===== src/rtl/instr_queue_pkg.sv =====
// Shared constants for the fetch -> decode instruction path.
package instr_queue_pkg;

    // Boot PC, presented by the queue whenever it holds nothing.
    localparam logic [31:0] RESET_PC  = 32'h0000_3000;
    // Canonical no-op word, presented alongside RESET_PC when empty.
    localparam logic [31:0] NOP_INSTR = 32'h0000_0000;

endpackage


===== src/rtl/instr_queue_ptr_counter.sv =====
// Wrap-around pointer with synchronous clear and single-step increment.
// Width W wraps naturally modulo 2**W, which matches a power-of-two depth.
module instr_queue_ptr_counter #(
    parameter int W = 2
) (
    input  logic         clk,
    input  logic         reset,
    input  logic         clear,
    input  logic         inc,
    output logic [W-1:0] ptr
);

    logic [W-1:0] ptr_reg;

    // Pointer register: reset and clear both return to slot 0; clear wins over inc.
    always_ff @(posedge clk) begin
        if (reset || clear) begin
            ptr_reg <= '0;
        end else if (inc) begin
            ptr_reg <= ptr_reg + 1'b1;
        end
    end

    assign ptr = ptr_reg;

endmodule


===== src/rtl/instr_queue.sv =====
// In-order (PC, instruction) buffer between fetch and decode.
// Two valid/ready handshakes, single-cycle flush on redirect, no empty bypass:
// a pushed pair reaches the outputs one cycle after its push edge.
module instr_queue
    import instr_queue_pkg::*;
#(
    parameter int          DEPTH    = 4,
    parameter logic [31:0] RESET_PC = instr_queue_pkg::RESET_PC
) (
    input  logic                   clk,
    input  logic                   reset,
    input  logic                   flush,
    input  logic                   in_valid,
    output logic                   in_ready,
    input  logic [31:0]            in_pc,
    input  logic [31:0]            in_instr,
    output logic                   out_valid,
    input  logic                   out_ready,
    output logic [31:0]            out_pc,
    output logic [31:0]            out_instr,
    output logic [$clog2(DEPTH):0] count
);

    localparam int AW = $clog2(DEPTH);
    localparam int CW = AW + 1;
    localparam logic [CW-1:0] FULL_COUNT = CW'(DEPTH);

    logic [31:0]   entry_pc_reg    [DEPTH];
    logic [31:0]   entry_instr_reg [DEPTH];
    logic [AW-1:0] wr_ptr;
    logic [AW-1:0] rd_ptr;
    logic [CW-1:0] count_reg;
    logic [CW-1:0] count_next;
    logic          push;
    logic          pop;

    // Handshake status depends only on the registered occupancy.
    assign in_ready  = (count_reg != FULL_COUNT);
    assign out_valid = (count_reg != '0);

    // A flush cycle swallows any concurrent push or pop.
    assign push = in_valid  && in_ready  && !flush;
    assign pop  = out_valid && out_ready && !flush;

    instr_queue_ptr_counter #(.W(AW)) u_wr_ptr (
        .clk   (clk),
        .reset (reset),
        .clear (flush),
        .inc   (push),
        .ptr   (wr_ptr)
    );

    instr_queue_ptr_counter #(.W(AW)) u_rd_ptr (
        .clk   (clk),
        .reset (reset),
        .clear (flush),
        .inc   (pop),
        .ptr   (rd_ptr)
    );

    // Per-entry storage; contents are never cleared, validity lives in count.
    generate
        for (genvar gi = 0; gi < DEPTH; gi++) begin : g_entry
            // Capture the offered pair into the slot the write pointer names.
            always_ff @(posedge clk) begin
                if (push && (wr_ptr == AW'(gi))) begin
                    entry_pc_reg[gi]    <= in_pc;
                    entry_instr_reg[gi] <= in_instr;
                end
            end
        end
    endgenerate

    // Occupancy update: a simultaneous push and pop leaves it unchanged.
    always_comb begin
        count_next = count_reg;
        case ({push, pop})
            2'b10:   count_next = count_reg + 1'b1;
            2'b01:   count_next = count_reg - 1'b1;
            default: count_next = count_reg;
        endcase
    end

    // Occupancy register: reset, then flush, then normal traffic.
    always_ff @(posedge clk) begin
        if (reset || flush) begin
            count_reg <= '0;
        end else begin
            count_reg <= count_next;
        end
    end

    assign count = count_reg;

    // Head read is combinational from state; an empty queue shows boot PC and a nop.
    assign out_pc    = out_valid ? entry_pc_reg[rd_ptr]    : RESET_PC;
    assign out_instr = out_valid ? entry_instr_reg[rd_ptr] : NOP_INSTR;

endmodule


===== config.mk =====
export PLATFORM = sky130hd
export DESIGN_NAME = instr_queue
export DESIGN_NICKNAME = d
export VERILOG_FILES = /design/src/rtl/instr_queue_pkg.sv /design/src/rtl/instr_queue_ptr_counter.sv /design/src/rtl/instr_queue.sv
export SDC_FILE = /design/constraint.sdc
export NUM_CORES = 1
export LEC_CHECK = 0
export BUFFER_PORTS_ARGS = -buffer_cell sky130_fd_sc_hd__buf_2
export CAP_MARGIN = 40
export CORE_MARGIN = 4
export CORE_UTILIZATION = 35
export CTS_BUF_LIST = sky130_fd_sc_hd__clkbuf_4 sky130_fd_sc_hd__clkbuf_8 sky130_fd_sc_hd__clkbuf_16
export DETAILED_ROUTE_END_ITERATION = 10
export PLACE_DENSITY = 0.57
export SLEW_MARGIN = 10
export SYNTH_ARGS = -nofsm -noshare
export SYNTH_HDL_FRONTEND = slang
export SYNTH_SLANG_ARGS = --single-unit

===== constraint.sdc =====
create_clock -name clk -period 2.5 [get_ports clk]
set_clock_uncertainty 0.2 [all_clocks]
set_input_delay 0.125 -clock clk [delete_from_list [all_inputs] [get_ports clk]]
set_output_delay 0.125 -clock clk [all_outputs]
set_load 0.02 [all_outputs]

## Word-level counts from Yosys, hierarchy flattened

Memory sizes are Yosys's and may differ from the RTL's. A register that Yosys moved wholly into a read port is not among the register bits.
Index checks and enable logic that the tools add are counted.

- Register bits: 7
- RAM bits: 256
- Bits of input ports: 69
- Word-level logic and storage cells: 67
- Memories kept: 2

Memory list:

| memory | words | bits a word | rd ports | clocked after Yosys merged registers in | wr ports | RTL line | RTL |
|---|---|---|---|---|---|---|---|
| entry_instr_reg | 4 | 32 | 1 | 1 | 1 | instr_queue.sv:29 | `logic [31:0] entry_instr_reg [DEPTH];` |
| entry_pc_reg | 4 | 32 | 1 | 1 | 1 | instr_queue.sv:28 | `logic [31:0] entry_pc_reg [DEPTH];` |

- $add $sub $neg: 4
- Eq/ne operators: 6
- Muxes and demuxes: 33
- Reduce and logical (&&, ||, !) cells: 19

Operators with widths:

| kind | count |
|---|---|
| $mux W32 | 8 |
| $reduce_or A32 Y1 | 6 |
| $mux W2 | 10 |
| $mux W1 | 14 |
| $logic_and A1 B1 Y1 | 8 |
| $eq A2 B2 Y1 const B | 3 |
| $pmux W3 S2 | 1 |
| $add A2 B1 Y2 const B | 2 |
| $eq A2 B1 Y1 const B | 2 |
| $add A3 B1 Y3 const B | 1 |
| $ne A3 B3 Y1 const B | 1 |
| $reduce_bool A3 Y1 | 1 |
| $sub A3 B1 Y3 const B | 1 |
| $logic_not A2 Y1 | 1 |
| $reduce_bool A2 Y1 | 1 |
| $logic_not A1 Y1 | 1 |
| $logic_or A1 B1 Y1 | 1 |

## Depth between registers and ports, before layout

Gate-level depths: netlist of run 1.

- Depth after elaboration: 10
- Depth in mapped cells: 10

## Modules after synthesis

A second synthesis of run 1 with hierarchy kept.

- Cell total of the unflattened synthesis: 445
- Area total of the unflattened synthesis: 10134.7 sq um

By module, submodules not included:

| module | times used | cells each | area an instance (sq um) | seq. area each (sq um) |
|---|---|---|---|---|
| instr_queue | 1 | 431 | 9967.1 | 7747.4 |
| instr_queue_ptr_counter | 2 | 7 | 83.8 | 40.0 |

## Least setup slack after synthesis of run 1

No wires, ideal clock.

- Path type: register to register
- From: reg count_reg[2], in the netlist count[2]
- To: reg count_reg[2], in the netlist count[2]
- Data arrival time: 2.449 ns
- Setup slack: -0.220 ns
- Stages on the path, launching flop included: 11
- Period minus slack after synthesis: 2.720 ns
- Cell sequence: dfxtp_1 -> or3b_1 -> buf_6 -> and2_4 -> inv_1 -> ha_1 -> inv_1 -> fa_1 -> xor2_1 -> or3_2 -> a21oi_1

- Word-level cells in the longest chain between the ends: 5
- Elaborated cells on any way between the ends: 12

Ends and longest elaborated chain:

| item | RTL line | RTL |
|---|---|---|
| from (decl) | instr_queue.sv:32 | `logic [CW-1:0] count_reg;` |
| from (signal assigned) | instr_queue.sv:89 | `count_reg <= count_next;` |
| $ne A3 B3 Y1 (*) | instr_queue.sv:38 | `assign in_ready = (count_reg != FULL_COUNT);` |
| via in_ready | instr_queue.sv:14 | `output logic in_ready,` |
| $logic_and A1 B1 Y1 (*) (2 in series) | instr_queue.sv:42 | `assign push = in_valid && in_ready && !flush;` |
| $eq A2 B1 Y1 or $eq A2 B2 Y1 (tied branches) | instr_queue.sv:77 | `case ({push, pop})` |
| $pmux W3 S2 or $reduce_bool A2 Y1 (tied branches) | - |  |

Mark *: on every way through the listed nets, which the timed path passes. The rest lies on a longest branch.
A chain may end at the register's enable or synchronous reset.

==> results.md, run 1 <==
Run status:
- The flow ran to the end, and the final reports show no timing, DRC or antenna violations.

GRT:
- Global routing used 12.7% of the available tracks.
- For this run the aggregate overflow at the end of global routing stands at 0.
- The first global-routing pass estimated 31.5 mm of wire.
- The number of antenna violations at the first check in global routing came to 1.
- The number of global-route vias before repair is 5615.
- The maximum number of pins on one net before global-route repair is 65.

Cells and area:
- The number of nets at the end of the flow is 767.
- The number of filler instances in the final layout is 2470.
- The number of antenna diodes in the final layout is 0.
- Relative to the synthesized area, the layout overhead comes to 28.6%.
- The share of post-route cells with drive strength above 1 is 39.7%.

Floorplanning:
- The die is 179 um wide.
- The floorplan step defined a die boundary enclosing 0.0321 mm2.
- The initial cell density of the core is 35.6%.
- The placement row count is 62.
- The count of boundary I/O pins is 138.
- The floorplan step defined a core boundary enclosing roughly 0.029 mm2.
- The die height is 179 um.

STA:
- The number of hold-slack violations in the final timing report came to 0.
- Dividing the final minimum period by the clock period gives 99.0%.
- Setup violations remaining at the end of the flow were counted as 0.
- The highest clock frequency the design can meet is 404 MHz.
- For the final routed database, the setup TNS stands at 0 ps.
- The number of slew-limit violations in the final report is 0.
- The smallest setup slack after layout is 26.1 ps.
- Setup repair after global routing could not meet its margin everywhere.
- The smallest clock period supported by the final layout is computed as 2470 ps.
- The slew at the pin closest to its max-slew limit is 485 ps.
- In this run the tightest slew margin relative to its limit is 67.7%.

Pwr:
- The combinational power share is between 4 and 5%.
- The sequential power share is 51.8%.
- The maximum VDD drop is 0.471 mV.
- The clock network fraction of total power is 43.5%.
- The analysis attributes to cell leakage a power of approximately 4.6 nW.
- In this run the power density over the cells is 725 mW/mm2.
- The internal power is 7.75 mW.
- Net switching is a little under a fifth of the power.
- The net load switching power is approximately 1.8 mW.

Hold path:
- The worst hold path cell count is 5.
- The worst hold path begins at in_valid.
- The path with the worst hold slack has its endpoint at u_wr_ptr.ptr[1].
- The class of the tightest hold or removal check is in2reg.

Logic synthesis:
- In this run the cell area of the synthesized design comes to 0.0102 mm2.
- Sequential cells were found to cover 76.8% of the synthesized design area.
- The share of synthesized flip-flops with an asynchronous set or reset is 0%.
- The fraction of post-synthesis cell area in the top cell type by area is between 70% and 80%.
- The net count after synthesis is 536.
- After synthesis, the most frequently instantiated cells are 256 x sky130_fd_sc_hd__edfxtp_1, 62 x sky130_fd_sc_hd__and2_1, 60 x sky130_fd_sc_hd__mux4_2.
- The cell with the most instances after synthesis is sky130_fd_sc_hd__edfxtp_1.
- Synthesis produced a netlist whose cell count is around 460.
- Yosys mapped the design onto 32 distinct sky130hd cell types.
- By area the synthesized netlist is led by sky130_fd_sc_hd__edfxtp_1 75%, sky130_fd_sc_hd__mux4_2 13%, sky130_fd_sc_hd__and2_1 3.8%, sky130_fd_sc_hd__dfxtp_1 1.8%, sky130_fd_sc_hd__buf_12 1.2%.
- For this run, the leading register cell type out of synthesis is sky130_fd_sc_hd__edfxtp_1.
- Yosys printed 0 warnings.
- The count of flip-flops with a built-in enable after synthesis is approximately 260.
- Each instance of the synthesized netlist takes up on average about 22 um2.
- Synthesis inferred 265 register bits.
- The dominant cell type by area after synthesis is sky130_fd_sc_hd__edfxtp_1.

Setup path:
- The data arrival time at the worst-slack endpoint is roughly 2200 ps.
- The largest fanout on the critical path is 17.
- The startpoint identified for the worst register-to-register timing path is count[1].
- Counting cells, the worst reg-to-reg path comes to 9.
- The sum of buffers and inverters on the critical path is 2.
- STA classifies the critical path endpoint as an output port.
- The nature of the critical path startpoint is a register.
- The signal on the critical path passes through bufbuf_16 > mux4_2 > and2_1 > buf_2.
- The endpoint identified for the worst register-to-register timing path is count[2].
- On the worst path, the slowest cell contributes a delay of 510 ps.
- The cell with the largest stage delay on the worst path is sky130_fd_sc_hd__mux4_2.
- The required time reported for the critical path endpoint is 2170 ps.
- In this run the register-to-register setup slack is approximately 70 ps.
- The cell type group with the largest total delay on the critical path is buffers and inverters.
- The setup path with the least slack is of type reg2out.

Route:
- The first detailed-routing pass took 4 iterations.
- In the routed design, unresolved DRC markers number 0.
- In this run the remaining antenna-violating nets after routing total 0.
- Wires add up to 20.5 mm.
- The number of violations reported at the end of detailed-routing iteration 0 is 285.
- The mean number of vias per cell is 4.74.
- The count of vias placed by the detailed router is approximately 5200.
- Dividing the detail-routed wire length by the instance count gives 18.7 um.

Clock network:
- The clock reaches the later pin of the worst-skew pair after 520 ps.
- The number of clock sinks is 265.
- The count of H-tree levels built during CTS is 1.
- Counting along the longest clock path gives a buffer depth of 3.
- The clock transition at the register clock pins on the worst setup and hold paths after CTS is 60 ps.
- The cell sitting at the root of the clock tree is a sky130_fd_sc_hd__clkbuf_16.
- The number of clock buffers added by TritonCTS is 28.
- TritonCTS built the clock tree.

Place:
- The routability-driven placement congestion ratio is 0.725.
- The final HPWL from detailed placement is ~12 mm.
- Port buffering added 137 buffers.
- The placement-stage worst setup slack is 81.4 ps.

Job:
- The max-capacitance violation count is 0.
-- cell type report --
class	count	area (um2)	share of cell area, %
Inverter	7	28.8	0.218
Multi-Input combinational cell	167	2190	16.6
Sequential cell	265	7890	59.8
Clock buffer	36	778	5.90
Timing Repair Buffer	223	1650	12.5
Clock inverter	13	163	1.23
Tap cell	384	480	3.65
-- what timing repair did --
item	CTS	global route
hold buffers	70	0
resized for setup	4	6
setup endpoints to repair	16	23
endpoints found under the hold margin	265	0
buffers inserted	1	0
gates cloned	1	0
-- tightest hold or removal path, cell delays in order --
cell and delay [ps]:
sky130_fd_sc_hd__buf_2 70, sky130_fd_sc_hd__nor2b_1 120, sky130_fd_sc_hd__buf_4 160, sky130_fd_sc_hd__and2_4 160
sky130_fd_sc_hd__o31ai_2 60
-- power groups by stage --
| stage | sequential [mW] | clock, mW | combinational (mW) |
|---|---|---|---|
| after floorplan | 5.04 | 0 | 0.187 |
| after global placement | 5.04 | 0 | 0.350 |
| after detailed placement | 5.04 | 0 | 0.368 |
| after CTS | 4.95 | 4.28 | 0.459 |
| after global routing | 4.95 | 4.49 | 0.492 |
| final | 4.95 | 4.15 | 0.452 |
-- layer usage --
metal	vias up	global-route usage [%]	share of wire, %
met5	-	0	0.063
met4	2	2.82	1.7
met3	34	2.85	6.1
met2	149	21.7	50
met1	2674	16.7	42
li1	2334	-	-
-- cells by family after synthesis --
group / Yosys count / share of synthesized area [%]
flops: 265 / 76.8
simple gates: 85 / 5.13
mux: 64 / 14.2
buf+inv: 29 / 2.25
compound gates: 9 / 0.574
fa+ha+maj: 6 / 0.806
xor+xnor: 3 / 0.256
-- worst max-delay path by stage --
stage | start | to | slack (ps) | depth (start not counted)
final | register | out_instr[7] | 30 | 4
after global routing | register | out_instr[3] | -70 | 4
after CTS | register | out_instr[11] | -30 | 4
after detailed placement | count[1] | count[2] | 80 | 9
after global placement | count[1] | count[2] | 160 | 9
after floorplan | count[1] | count[2] | 40 | 10
-- metrics by stage --
stage	cells	total power [mW]	instance area, um2	utilization, %	hold slack [ps]
global placement	973	5.39	11400	39.8	134
detailed placement	974	5.41	11500	39.8	143
finish	1095	9.55	13200	45.8	28.9
CTS	1095	9.69	13200	45.7	0.237
floorplan	461	5.23	10300	-	23.9
global route	1095	9.93	13200	45.8	43.9
-- layout by cell type (no fill, tap or decap), types with 6 or more instances in the layout --
cell type                       count
sky130_fd_sc_hd__and2_1            60
sky130_fd_sc_hd__buf_12             7
sky130_fd_sc_hd__buf_2            136
sky130_fd_sc_hd__buf_4              6
sky130_fd_sc_hd__clkbuf_16         29
sky130_fd_sc_hd__clkbuf_4           7
sky130_fd_sc_hd__dlygate4sd3_1     70
sky130_fd_sc_hd__edfxtp_1         256
sky130_fd_sc_hd__mux4_2            62
sky130_fd_sc_hd__nor2_1             7
No activity file was read; power rests on OpenSTA's default activity.
==> run 2, diff against run 1 <==
--- a/config.mk
+++ b/config.mk
@@ -11,7 +11,7 @@
 export CORE_UTILIZATION = 35
 export CTS_BUF_LIST = sky130_fd_sc_hd__clkbuf_4 sky130_fd_sc_hd__clkbuf_8 sky130_fd_sc_hd__clkbuf_16
 export DETAILED_ROUTE_END_ITERATION = 10
-export PLACE_DENSITY = 0.57
+export PLACE_DENSITY = 0.67
 export SLEW_MARGIN = 10
 export SYNTH_ARGS = -nofsm -noshare
 export SYNTH_HDL_FRONTEND = slang
==> run 2 against run 1 <==
Total power is 3.2% lower. Wire length decreased by 2.1%. Cell area decreased by 0.36%. Via count fell by 1.3%. Utilization is 0.17 points lower. First-iteration DRC count is 19% lower. Register-to-register slack improved by 30 ps. Sequential power about the same. Sequential share of layout area is 0.22 points higher.
==> results.md, run 2 (synthesis gave the netlist of run 1 again) <==
Run status:
- The flow ran to the end, and the final reports show no timing, DRC or antenna violations.

STA:
- The number of slew-limit violations in the final report came to 0.
- The fraction of the cycle the final worst path needs is 98.9%.
- Setup repair after global routing could not meet its margin everywhere.
- The slew at the pin closest to its max-slew limit is 509 ps.
- For this run, the top clock speed supported by timing is ~400 MHz.
- The number of hold-slack violations in the final timing report is 0.
- The clock period minus worst slack is 2470 ps.
- The post-route setup TNS is 0 ps.
- The relative max-transition margin is 66.1%.
- Setup violations remaining at the end of the flow were counted as 0.

Route:
- In this run the top signal layer used is met4.
- Across all layers, the routed design uses 5124 vias.
- After detailed routing, the average wire length per cell comes to 18.3 um.
- The remaining antenna violation count after routing is 0.
- The number of DRC violations after detailed routing is 0.
- The total detailed-routing wirelength is approximately 20 mm.
- The number of iterations in the first detailed-routing pass is 5.
- Wire segments on met2 add up to ~10 mm in the final route.
- The detailed-route wire length on metal 1 is 8.38 mm.
- The mean number of vias per cell is 4.68.
- The number of violations reported at the end of detailed-routing iteration 0 is 230.
- Summed over all nets, wire length on met3 after detailed routing comes to 1.05 mm.

Floorplanning:
- The count of boundary I/O pins is between 100 and 150.
- The placement row count is between 60 and 70.
- From bottom edge to top edge, the die measures 179 um.
- The area of the core region is 0.0288 mm2.
- The initial cell density of the core is 35.6%.
- The die covers 0.0321 mm2.
- From left edge to right edge, the die measures 179 um.

GRT:
- The number of global-route vias before repair is 5699.
- The final global-route overflow total is 0.
- The first global-routing pass estimated 31.5 mm of wire.
- The number of antenna violations at the first check in global routing is 0.
- The maximum number of pins on one net before global-route repair is 65.
- The total track usage is around 13%.

Clock network:
- In this run the number of H-tree levels came out at 1.
- The deepest clock path buffer count is 3.
- The tree is rooted in a sky130_fd_sc_hd__clkbuf_16.
- After clock tree synthesis, the clock-pin slew on the worst setup and hold paths is 60 ps.
- The number of clock buffers added by TritonCTS is 27.
- The setup fix buffers added after clock tree synthesis is 0.
- The clock drives 265 sinks.
- The TritonCTS clock tree is built.
- The clock latency at the later pin of the worst-skew pair is 520 ps.

Cells and area:
- The number of nets at the end of the flow is 768.
- The post-route netlist has between 40% and 50% of its cells at a drive strength greater than 1.
- The final cell area excluding filler cells is 0.0131 mm2.
- From synthesis to final layout, the design area changed by 28.2%.
- 0 antenna diodes ended up in the layout.
- Leaving out fill and tap cells, the most frequent cells in the layout are 256 x sky130_fd_sc_hd__edfxtp_1, 133 x sky130_fd_sc_hd__buf_2, 70 x sky130_fd_sc_hd__dlygate4sd3_1.
- The leading cell type in the layout, fill and taps excluded is sky130_fd_sc_hd__edfxtp_1.

Setup path:
- The data arrival time at the worst-slack endpoint is 2150 ps.
- The largest fanout on the critical path is 17.
- The critical path goes through bufbuf_16 > mux4_2 > and2_1 > buf_2.
- The type of the setup path with the least slack is reg2out.
- The element type at the critical path end is an output port.
- The slowest stage of the critical path belongs to the cell sky130_fd_sc_hd__mux4_2.
- STA classifies the critical path startpoint as a register.
- For this run, the slowest stage of the critical path takes ~500 ps.
- The required time reported for the critical path endpoint is 2170 ps.

Pwr:
- Combinational logic burns 4.9% of the power.
- The sequential power share is 53.5%.
- The proportion of total power due to net switching is 19.4%.
- The leakage power figure is 4.54 nW.
- In this run, the clock network consumes 41.6% of the power.
- Internal power comes to 7.45 mW.
- In this run the power spent charging and discharging nets is 1.80 mW.
- VDD sags by at most 0.521 mV.
- For this design the ratio of total power to cell area is 704 mW/mm2.

Place:
- After detailed placement, the total cell area comes to 0.0115 mm2.
- During placement, the flow inserted port buffers numbering 137.
- The routability-driven placement congestion ratio is 0.745.
- After legalization and detailed placement, the total HPWL measured 12.3 mm.

Hold path:
- The path class of the tightest hold or removal check is in2reg.

Job:
- The max-capacitance violation count is 0.
run 2: worst paths after layout:
path                             to  slack [ps]  cells past startpoint            start
min reg2reg                register         280                      2  u_rd_ptr.ptr[1]
min          entry_instr_reg[2][24]         160                      2     in_instr[24]
max                      out_pc[11]          30                      4         register
max reg2reg                count[2]         100                      9         count[1]
run 2: what timing repair did:
action | CTS | global route
gates cloned | 1 | 0
hold buffers | 71 | 0
resized for setup | 2 | 16
setup endpoints to repair | 2 | 28
pin swaps | 0 | 3
endpoints found under the hold margin | 265 | 0
run 2: stage by stage:
stage	util, %	total power, mW	worst slack [ps]	instances	hold WS (ps)
detailed placement	40.0	5.41	120	977	141
floorplan	-	5.23	42.5	461	23.9
global route	45.6	9.60	-52.2	1095	151
global placement	39.9	5.38	170	976	133
finish	45.6	9.25	27.7	1095	158
CTS	45.5	9.38	-22.8	1096	127
run 2: power by group through the flow:
stage	registers, mW	logic [mW]	clock network, mW
finish	4.95	0.456	3.85
global route	4.95	0.499	4.15
CTS	4.95	0.460	3.98
detailed placement	5.04	0.369	0
global placement	5.03	0.347	0
floorplan	5.04	0.187	0
run 2: layer usage:
metal	up-vias	GRT usage, %
li1	2328	-
met1	2624	16.3
met2	128	21.9
met3	44	2.28
met4	0	3.33
met5	-	0
run 2: layout make-up:
cell class,instances,area (um2)
Clock buffer,29,691
Clock inverter,18,165
Fill cell,2419,15600
Inverter,7,26.3
Multi-Input combinational cell,167,2190
Sequential cell,265,7890
Tap cell,384,480
Timing Repair Buffer,225,1700
run 2: worst max-delay path: cells and delay by family, from the launching register on:
| family | cells | cell delay, ps |
|---|---|---|
| muxes | 1 | 510 |
| and+or+nand+nor | 1 | 170 |
| DFF | 1 | 420 |
| buffers and inverters | 2 | 520 |
==> run 3, diff against run 2 <==
--- a/config.mk
+++ b/config.mk
@@ -11,6 +11,7 @@
 export CORE_UTILIZATION = 35
 export CTS_BUF_LIST = sky130_fd_sc_hd__clkbuf_4 sky130_fd_sc_hd__clkbuf_8 sky130_fd_sc_hd__clkbuf_16
 export DETAILED_ROUTE_END_ITERATION = 10
+export MAX_ROUTING_LAYER = met4
 export PLACE_DENSITY = 0.67
 export SLEW_MARGIN = 10
 export SYNTH_ARGS = -nofsm -noshare
==> run 3 against run 2 <==
Die area did not move. Critical endpoint unchanged. Clock power barely moved. Non-clock buffer count did not move. Worst hold slack barely moved. Sequential share of layout area did not move.
==> results.md, run 3 (synthesis gave the netlist of run 1 again) <==
Route:
- The final layout contains routed wiring with a total length of 20.0 mm.
- After detailed routing, the average wire length per cell comes to roughly 18 um.
- The number of iterations in the first detailed-routing pass is 5.
- After detailed routing, the number of remaining DRC violations is 0.
- In this run, the number of DRC markers left after iteration 0 of detailed routing was between 200 and 250.
- The remaining antenna violation count after routing is 0.
- After detailed routing, the number of vias per cell comes to 4.68.
- Summing over every cut layer, the via total after detailed routing is roughly 5100.

Clock network:
- The CTS buffer count is 27.
- The root buffer cell chosen for the clock tree is sky130_fd_sc_hd__clkbuf_16.
- CTS built an H-tree with a depth of 1.
- The clock reaches the later pin of the worst-skew pair after 520 ps.
- The setup fix buffers added after clock tree synthesis is 0.
- The TritonCTS clock tree is built.
- In this run the deepest clock path goes through 3 buffers.
- After clock tree synthesis, the clock-pin slew on the worst setup and hold paths is 60 ps.
- The number of clock sinks is between 200 and 300.

Setup path:
- At the worst endpoint, the required time is 2170 ps.
- The largest single stage delay on the critical path is between 500 and 600 ps.
- The startpoint identified for the worst register-to-register timing path is count[1].
- Traced cell by cell, the critical path runs through bufbuf_16 > mux4_2 > and2_1 > buf_2.
- Among all stages on the critical path, the largest delay is contributed by sky130_fd_sc_hd__mux4_2.
- The element type at the critical path end is an output port.
- The worst setup path is launched from a register.
- Along the worst path, the maximum fanout reaches 17.
- The type of the setup path with the least slack is reg2out.
- The data arrival time at the worst-slack endpoint is 2150 ps.
- The cell type group with the largest total delay on the critical path is buffers and inverters.
- The sum of buffers and inverters on the critical path is 2.
- The worst register-to-register path has a setup slack of 100 ps.

STA:
- The slew at the pin closest to its max-slew limit is 510 ps.
- The clock period minus worst slack is 2470 ps.
- Setup repair after global routing could not meet its margin everywhere.
- In this run the tightest slew margin relative to its limit is 66.0%.
- The number of hold-slack violations in the final timing report came to 0.
- Setup violations remaining at the end of the flow were counted as 0.
- The worst path uses 98.9% of the clock period.
- The number of slew-limit violations in the final report is 0.
- The highest clock frequency the design can meet is roughly 400 MHz.

GRT:
- The wire length of the first global-routing pass is 31.5 mm.
- Entering global routing, the biggest net connects 65 pins.
- Global routing used 12.9% of the available tracks.
- The final global-route overflow total is 0.
- The number of global-route vias before repair is 5697.
- The number of antenna violations at the first check in global routing was 0.

Floorplanning:
- In this run the count of I/O pins placed on the die edge is ~140.
- The overall die width is 179 um.
- The die outline area is 0.0321 mm2.
- The initial utilization of the core area, before any placement, comes to 35.6%.
- From bottom edge to top edge, the die measures roughly 180 um.
- After floorplanning, the core was divided into 62 placement rows.
- The core region is 0.0288 mm2.

Place:
- The number of I/O port buffers is 137.
- At the end of routability-driven placement, the weighted congestion stood at between 0.7 and 0.8.
- The wire-length estimate of the detail-placed layout is 12.3 mm.

Run status:
- The flow ran to the end, and the final reports show no timing, DRC or antenna violations.

Cells and area:
- Leaving out fill and tap cells, the most frequent cell in the layout is sky130_fd_sc_hd__edfxtp_1.
- For this run, the post-layout net count is 768.
- The area growth from synthesis to layout is 28.2%.
- The repair_antennas step left the layout with diodes totalling 0.
- The utilization after layout is about 46%.
- The share of post-route cells with drive strength above 1 is 40.1%.
- The library cells used most frequently in the layout, excluding fill and tap cells, are 256 x sky130_fd_sc_hd__edfxtp_1, 133 x sky130_fd_sc_hd__buf_2, 70 x sky130_fd_sc_hd__dlygate4sd3_1.

Pwr:
- The power per unit of standard cell area is 704 mW/mm2.
- The overall power of the completed layout is 9.24 mW.
- Across the VDD grid, the largest voltage drop is 0.520 mV.
- For this design the static power due to leakage is 4.54 nW.

Hold path:
- The worst hold path belongs to the class in2reg.
- The startpoint identified for the worst hold timing path is in_instr[24].

Job:
- The max-capacitance violation count is 0.
-- run 3: layout make-up --
type / instances / area (um2)
Inverter: 7 / 26.3
Tap cell: 384 / 480
Sequential cell: 265 / 7890
Fill cell: 2419 / 15600
Timing Repair Buffer: 225 / 1700
Multi-Input combinational cell: 167 / 2190
Clock inverter: 18 / 165
Clock buffer: 29 / 691
-- run 3: final timing paths --
path | end | cells past startpoint
setup / recovery | out_pc[11] | 4
hold / removal | entry_instr_reg[2][24] | 2
setup reg to reg | count[2] | 9
hold reg to reg | register | 2
-- run 3: stage by stage --
stage	hold WS (ps)	area [um2]	TNS [ps]	setup WS (ps)	cells
after detailed placement	141	11500	0	120	977
after floorplan	23.9	10300	0	42.5	461
after global routing	151	13100	-689	-52.2	1095
after global placement	133	11500	0	170	976
final	158	13100	0	28.4	1095
after CTS	127	13100	-54.2	-22.8	1096
-- run 3: power by group --
part,leakage [nW],internal (mW),total [mW],switching (mW)
clock network,0.429,2.29,3.84,1.55
registers,2.40,4.93,4.95,0.0158
logic,1.70,0.231,0.456,0.225
total,4.54,7.45,9.24,1.79
-- run 3: worst reg2reg max path, stage by stage, from the launching register on --
cell and delay, ps:
sky130_fd_sc_hd__dfxtp_4 360, sky130_fd_sc_hd__or3b_4 390, sky130_fd_sc_hd__and2_4 150, sky130_fd_sc_hd__inv_2 60, sky130_fd_sc_hd__ha_4 140, sky130_fd_sc_hd__inv_2 40, sky130_fd_sc_hd__fa_2 340, sky130_fd_sc_hd__xor2_1 180
sky130_fd_sc_hd__or3_4 330, sky130_fd_sc_hd__a21oi_2 110
-- run 3: what timing repair did --
action                     in CTS  in global routing
hold buffers                   71                  0
cloned                          1                  0
gates resized for setup         2                 16
setup endpoints to repair       2                 28
hold endpoints to repair      265                  0
pin swaps                       0                  3
-- run 3: metal layers --
| metal | vias to the layer above | track usage, % | wire length (um) |
|---|---|---|---|
| li1 | 2328 | - | - |
| met1 | 2617 | 16.4 | 8370 |
| met2 | 133 | 21.9 | 10100 |
| met3 | 44 | 2.19 | 1080 |
| met4 | 0 | 3.33 | 443 |
| met5 | - | - | 0 |
